==> config.mk <==
export PLATFORM = sky130hd
export DESIGN_NAME = fpu_sequencer
export DESIGN_NICKNAME = d
export VERILOG_FILES = /design/src/rtl/fpu_sequencer.sv
export SDC_FILE = /design/constraint.sdc
export NUM_CORES = 1
export LEC_CHECK = 0
export ABC_AREA = 1
export BUFFER_PORTS_ARGS = -buffer_cell sky130_fd_sc_hd__buf_2
export CORE_AREA = 8 8 119 143
export DETAILED_ROUTE_END_ITERATION = 7
export DIE_AREA = 0 0 127 151
export PLACE_DENSITY = 0.76
export SYNTH_ARGS = -nofsm -noshare
export SYNTH_HDL_FRONTEND = slang
export SYNTH_SLANG_ARGS = --single-unit
==> constraint.sdc <==
create_clock -name clk -period 2.59 [get_ports clk]
set_input_delay 0 -clock clk [delete_from_list [all_inputs] [get_ports clk]]
set_output_delay 0 -clock clk [all_outputs]
set_load 0.005 [all_outputs]
==> src/rtl/fpu_sequencer.sv <==
// Command sequencer for the byte-wide FPU register bus: writes operands, op and start,
// waits for end-of-command, reads the 32-bit result back and completes the end handshake.
module fpu_sequencer #(
    parameter int RD_WAIT = 1,
    parameter int TIMEOUT = 4096
) (
    input  logic        clk,
    input  logic        arst,
    input  logic        req_valid,
    output logic        req_ready,
    input  logic [31:0] req_a,
    input  logic [31:0] req_b,
    input  logic [7:0]  req_op,
    output logic        res_valid,
    input  logic        res_ready,
    output logic [31:0] res_data,
    output logic        res_err,
    output logic        seq_busy,
    output logic        fpu_cs,
    output logic        fpu_rd,
    output logic        fpu_wr,
    output logic [3:0]  fpu_addr,
    output logic [7:0]  fpu_dout,
    input  logic [7:0]  fpu_din,
    input  logic        fpu_cmd_end,
    output logic        fpu_end_ack
);

    localparam int TW = (TIMEOUT > 2) ? $clog2(TIMEOUT) : 1;
    localparam int WW = (RD_WAIT > 0) ? $clog2(RD_WAIT + 1) : 1;
    localparam logic [TW-1:0] TMO_LAST  = TW'(TIMEOUT - 1);
    localparam logic [WW-1:0] WAIT_LAST = WW'(RD_WAIT);

    typedef enum logic [3:0] {
        ST_IDLE,
        ST_WR_SETUP,
        ST_WR_STROBE,
        ST_WR_HOLD,
        ST_WAIT_END,
        ST_RD_BYTE,
        ST_RD_END,
        ST_ACK,
        ST_ACK_WAIT,
        ST_DONE
    } state_t;

    state_t          r_state;
    logic [3:0]      r_idx;
    logic [31:0]     r_a;
    logic [31:0]     r_b;
    logic [7:0]      r_op;
    logic [TW-1:0]   r_tmo;
    logic [WW-1:0]   r_wcnt;
    logic            r_cs;
    logic            r_rd;
    logic            r_wr;
    logic [3:0]      r_addr;
    logic [7:0]      r_dout;
    logic            r_end_ack;
    logic            r_res_valid;
    logic [31:0]     r_res_data;
    logic            r_res_err;

    logic [7:0]      w_wr_byte [10];
    logic [3:0]      w_next_idx;
    logic [7:0]      w_next_byte;

    // Write image of the latched command: A bytes, B bytes, op, then the start write (data 0).
    genvar gi;
    generate
        for (gi = 0; gi < 4; gi++) begin : g_opnd_bytes
            assign w_wr_byte[gi]     = r_a[8*gi +: 8];
            assign w_wr_byte[gi + 4] = r_b[8*gi +: 8];
        end
    endgenerate
    assign w_wr_byte[8] = r_op;
    assign w_wr_byte[9] = 8'h00;

    assign w_next_idx = r_idx + 4'd1;

    always_comb begin
        w_next_byte = 8'h00;
        for (int i = 0; i < 10; i++) begin
            if (w_next_idx == 4'(i)) begin
                w_next_byte = w_wr_byte[i];
            end
        end
    end

    always_ff @(posedge clk or negedge arst) begin
        if (!arst) begin
            r_state     <= ST_IDLE;
            r_idx       <= 4'd0;
            r_a         <= 32'd0;
            r_b         <= 32'd0;
            r_op        <= 8'd0;
            r_tmo       <= '0;
            r_wcnt      <= '0;
            r_cs        <= 1'b1;
            r_rd        <= 1'b1;
            r_wr        <= 1'b1;
            r_addr      <= 4'd0;
            r_dout      <= 8'd0;
            r_end_ack   <= 1'b0;
            r_res_valid <= 1'b0;
            r_res_data  <= 32'd0;
            r_res_err   <= 1'b0;
        end else begin
            case (r_state)
                ST_IDLE: begin
                    if (req_valid) begin
                        r_a        <= req_a;
                        r_b        <= req_b;
                        r_op       <= req_op;
                        r_res_data <= 32'd0;
                        r_res_err  <= 1'b0;
                        r_idx      <= 4'd0;
                        r_cs       <= 1'b0;
                        r_wr       <= 1'b1;
                        r_addr     <= 4'd0;
                        r_dout     <= req_a[7:0];
                        r_state    <= ST_WR_SETUP;
                    end
                end
                ST_WR_SETUP: begin
                    r_wr    <= 1'b0;
                    r_state <= ST_WR_STROBE;
                end
                ST_WR_STROBE: begin
                    r_wr    <= 1'b1;
                    r_state <= ST_WR_HOLD;
                end
                ST_WR_HOLD: begin
                    if (r_idx == 4'd9) begin
                        r_cs    <= 1'b1;
                        r_tmo   <= '0;
                        r_state <= ST_WAIT_END;
                    end else begin
                        r_idx   <= w_next_idx;
                        r_addr  <= w_next_idx;
                        r_dout  <= w_next_byte;
                        r_state <= ST_WR_SETUP;
                    end
                end
                ST_WAIT_END: begin
                    if (fpu_cmd_end) begin
                        r_cs    <= 1'b0;
                        r_rd    <= 1'b0;
                        r_addr  <= 4'd9;
                        r_idx   <= 4'd0;
                        r_wcnt  <= '0;
                        r_state <= ST_RD_BYTE;
                    end else if (r_tmo == TMO_LAST) begin
                        r_cs        <= 1'b1;
                        r_rd        <= 1'b1;
                        r_wr        <= 1'b1;
                        r_end_ack   <= 1'b0;
                        r_res_data  <= 32'd0;
                        r_res_err   <= 1'b1;
                        r_res_valid <= 1'b1;
                        r_state     <= ST_DONE;
                    end else begin
                        r_tmo <= r_tmo + 1'b1;
                    end
                end
                ST_RD_BYTE: begin
                    // Sample on the last cycle of the hold window so the FPU has RD_WAIT cycles to drive.
                    if (r_wcnt == WAIT_LAST) begin
                        r_res_data[{r_idx[1:0], 3'b000} +: 8] <= fpu_din;
                        if (r_idx == 4'd3) begin
                            r_rd    <= 1'b1;
                            r_state <= ST_RD_END;
                        end else begin
                            r_idx  <= w_next_idx;
                            r_addr <= r_addr + 4'd1;
                            r_wcnt <= '0;
                        end
                    end else begin
                        r_wcnt <= r_wcnt + 1'b1;
                    end
                end
                ST_RD_END: begin
                    r_cs      <= 1'b1;
                    r_end_ack <= 1'b1;
                    r_state   <= ST_ACK;
                end
                ST_ACK: begin
                    r_tmo   <= '0;
                    r_state <= ST_ACK_WAIT;
                end
                ST_ACK_WAIT: begin
                    if (!fpu_cmd_end) begin
                        r_end_ack   <= 1'b0;
                        r_res_valid <= 1'b1;
                        r_state     <= ST_DONE;
                    end else if (r_tmo == TMO_LAST) begin
                        r_cs        <= 1'b1;
                        r_rd        <= 1'b1;
                        r_wr        <= 1'b1;
                        r_end_ack   <= 1'b0;
                        r_res_data  <= 32'd0;
                        r_res_err   <= 1'b1;
                        r_res_valid <= 1'b1;
                        r_state     <= ST_DONE;
                    end else begin
                        r_tmo <= r_tmo + 1'b1;
                    end
                end
                ST_DONE: begin
                    if (res_ready) begin
                        r_res_valid <= 1'b0;
                        r_state     <= ST_IDLE;
                    end
                end
                default: begin
                    r_state <= ST_IDLE;
                end
            endcase
        end
    end

    assign req_ready   = (r_state == ST_IDLE);
    assign seq_busy    = (r_state != ST_IDLE);
    assign res_valid   = r_res_valid;
    assign res_data    = r_res_data;
    assign res_err     = r_res_err;
    assign fpu_cs      = r_cs;
    assign fpu_rd      = r_rd;
    assign fpu_wr      = r_wr;
    assign fpu_addr    = r_addr;
    assign fpu_dout    = r_dout;
    assign fpu_end_ack = r_end_ack;

endmodule
==> reports/results.tsv <==
metric	value	unit
wl	21800	um
setup.worst_path.class	flop to flop	
worst_skew_pair.late_latency	0.42	ns
ys_types	49	
power.density	1040	nW/um2
post-route-drc-count	0	
syn_nets	1046	
post_synthesis_instance_area	7300	um2
number_of_register_bits_inferred_by_synthesis	143	
layout-area-overhead-vs-synth	34.1	%
largest_net_degree_at_the_start_of_global_routing	106	
crit_path_end_kind	flop	
hpwlAfterDp	15000	um
maxUsedRoutingLayer	met4	
max_cap_violations	0	
clock-sinks	143	
route.layer.met1.wl	8470	um
pin_slew_with_the_least_headroom_to_its_limit	0.657	ns
cts_tree	done	
io_buffer_count	136	
synth_ff_type	dfrtp_1	
leakage	5.04	nW
post_layout_minimum_cycle_time	2.44	ns
met2_wirelength	11200	um
slew_headroom	56.1	%
design.die.area	19200	um2
cts_made_buffers	17	
antenna_violating_nets_post_route	0	
wire_per_inst	16.0	um
timing_max_transition_violations_final	0	
fp-row-count	49	
met3_wirelength	1170	um
synth_sequential_area_ratio	49.1	%
cp-start-kind	flop	
final.setup.tns	0	ns
pin_count	137	
drt_pass1_iterations	5	
grt_antenna_before_repair	0	
final_number_of_setup_violating_endpoints	0	
initial_core_util	49.6	%
die_height	151	um
timing.fmax	0.410	GHz
synth_top_area_share	48.0	%
peak_supply_drop	0.000673	V
clock_path_buffers	2	
status	finished, final reports clean	
antenna_cells_inserted	0	
ctsHtreeMaxLevel	4	
hold_viol_final	0	
chipWidth	127	um
grt_first_pass_wirelength	35200	um
drc_violation_total_after_the_first_tritonroute_iteration	526	
vias_per_cell	5.23	
syn_avg_cell_area	7.65	um2
synth_area_leader_cell	dfrtp_1	
drive_gt1_share	19.8	%
cp_data_required_time	2.88	ns
detailroute.via_count	7161	
nets	1270	
rsz0062_at_grt	true	
fill_cells	1241	
synth.area.top_cells	dfrtp_1 48%, nand2_1 19%, inv_1 4.9%	
fin_crit_sh	94.1	%
clock-root-buffer	clkbuf_16	
grt_pass1_vias	7244	
post-route-worst-setup-slack	0.152	ns
track_usage	23.2	%
post_synth_inst_count	954	
ys_warn_count	0	
min-delay-path-class	input port to async pin	
postCtsSetupBuffers	0	
crit_path_max_fanout	70	
post_synth_edffs	0	
clk_pin_slew	0.06	ns
async_flop_share	100	%
grt.overflow.total	0	
clock-skew-final	0.00772	ns
pre_cts_ws	0.117	ns
gpl.final_weighted_congestion	0.935	
core_area	14700	um2
critical_path_arrival	2.73	ns
## path summary, 6_finish.rpt
kind,from,end,slack (ns),cells past startpoint
setup / recovery,r_state[2]$_DFFE_PN0P_,r_a[21]$_DFFE_PN0P_,0.15,13
hold / removal,arst,r_tmo[4]$_DFFE_PN0P_,0.05,2
setup reg to reg,r_state[2]$_DFFE_PN0P_,r_a[21]$_DFFE_PN0P_,0.15,13
hold reg to reg,r_b[8]$_DFFE_PN0P_,r_b[8]$_DFFE_PN0P_,0.46,2
max in group asynchronous,arst,r_tmo[10]$_DFFE_PN0P_,1.64,3
min in group clk,fpu_cmd_end,r_wcnt$_DFFE_PN0P_,0.08,4
## registers in the layout (all words and copies together), names as in the netlist, 4 cells and up
name      cells
fpu_addr      4
fpu_dout      8
r_state       4
r_a          32
r_op          8
r_b          32
r_idx         4
res_data     32
r_tmo        12
## cells in the mapped netlist (all sizes together) (2+ instances only)
cell type    n
a211oi       2
inv        107
nor3b        3
a21oi       28
xnor2        2
nand4       16
o22ai        4
xor2         2
dfrtp      140
nand3       47
nor4         2
o21ai       54
dfstp        3
nand2      382
nor3        10
a31oi        3
buf         17
o211ai       7
o31ai       26
clkbuf      18
or2          2
ha           7
nor2        59
o2111ai      2
a21boi       4
## cell usage in the layout, fill, tap and decap left out, drive strengths merged, types with 2 or more instances in the layout
master	count
a211oi	2
a21boi	4
a21oi	28
a31oi	3
buf	157
bufinv	6
clkbuf	22
clkinv	4
dfrtp	140
dfstp	3
dlygate4sd3	83
ha	7
inv	107
nand2	382
nand3	47
nand4	16
nor2	59
nor3	10
nor3b	3
nor4	2
o2111ai	2
o211ai	7
o21ai	54
o22ai	4
o31ai	26
or2	2
xnor2	2
xor2	2
## worst max-delay path: stages, from the launching register on
cell,delay (ns)
dfrtp_1,0.39
inv_1,0.14
nor2_2,0.07
nand2_2,0.13
nor2_2,0.06
inv_2,0.10
nor2_2,0.06
inv_2,0.07
nand3_2,0.09
a21o_1,0.22
nor2_4,0.34
buf_12,0.31
nand2_1,0.13
o21ai_0,0.18
## where the power goes
group	switching [mW]	internal [mW]	leakage [nW]	total, mW
Sequential	0.457	2.98	1.83	3.43
Clock	0.928	1.88	0.330	2.81
Combinational	2.61	1.35	2.88	3.96
Total	3.99	6.21	5.04	10.2
## through the flow
step	power, mW	hold slack [ns]	utilization, %	cells	area, um2
after global placement	7.17	-0.0762	56.0	1254	8250
after global routing	10.9	0.0854	66.5	1369	9790
after floorplan	6.00	-0.296	-	954	7300
final	10.2	0.0465	66.5	1369	9790
after CTS	10.2	0.0471	66.3	1369	9760
after detailed placement	7.24	-0.0775	56.0	1254	8250
## repair_timing
action | in CTS | in global routing
endpoints found under the setup margin | 0 | 42
gates resized for setup | 0 | 6
hold endpoints to repair | 255 | 0
hold buffers | 83 | 0
## routing by layer
metal | vias to the layer above | GRT usage (%)
met5 | - | 0
met4 | 0 | 12.6
met3 | 71 | 4.97
met2 | 249 | 41.9
met1 | 3331 | 25.1
li1 | 3510 | -
## area by class of cell
class | instances | area (um2) | share of cell area, %
multi-input cells | 668 | 3190 | 32.5
flip-flops and latches | 143 | 3580 | 36.6
clock inverters | 10 | 206 | 2.11
repair buffers | 240 | 1710 | 17.5
inverters | 108 | 407 | 4.15
clock buffers | 22 | 474 | 4.84
well taps | 178 | 223 | 2.27
## cell families after synthesis
group | synth area share (%)
buffers and inverters | 7.80
DFF | 49.1
xor gates and xnor gates | 0.583
AOI/OAI and AO/OA | 11.8
and+or+nand+nor | 29.6
adders and majority gates | 1.20
(Power assumes the default switching activity.)
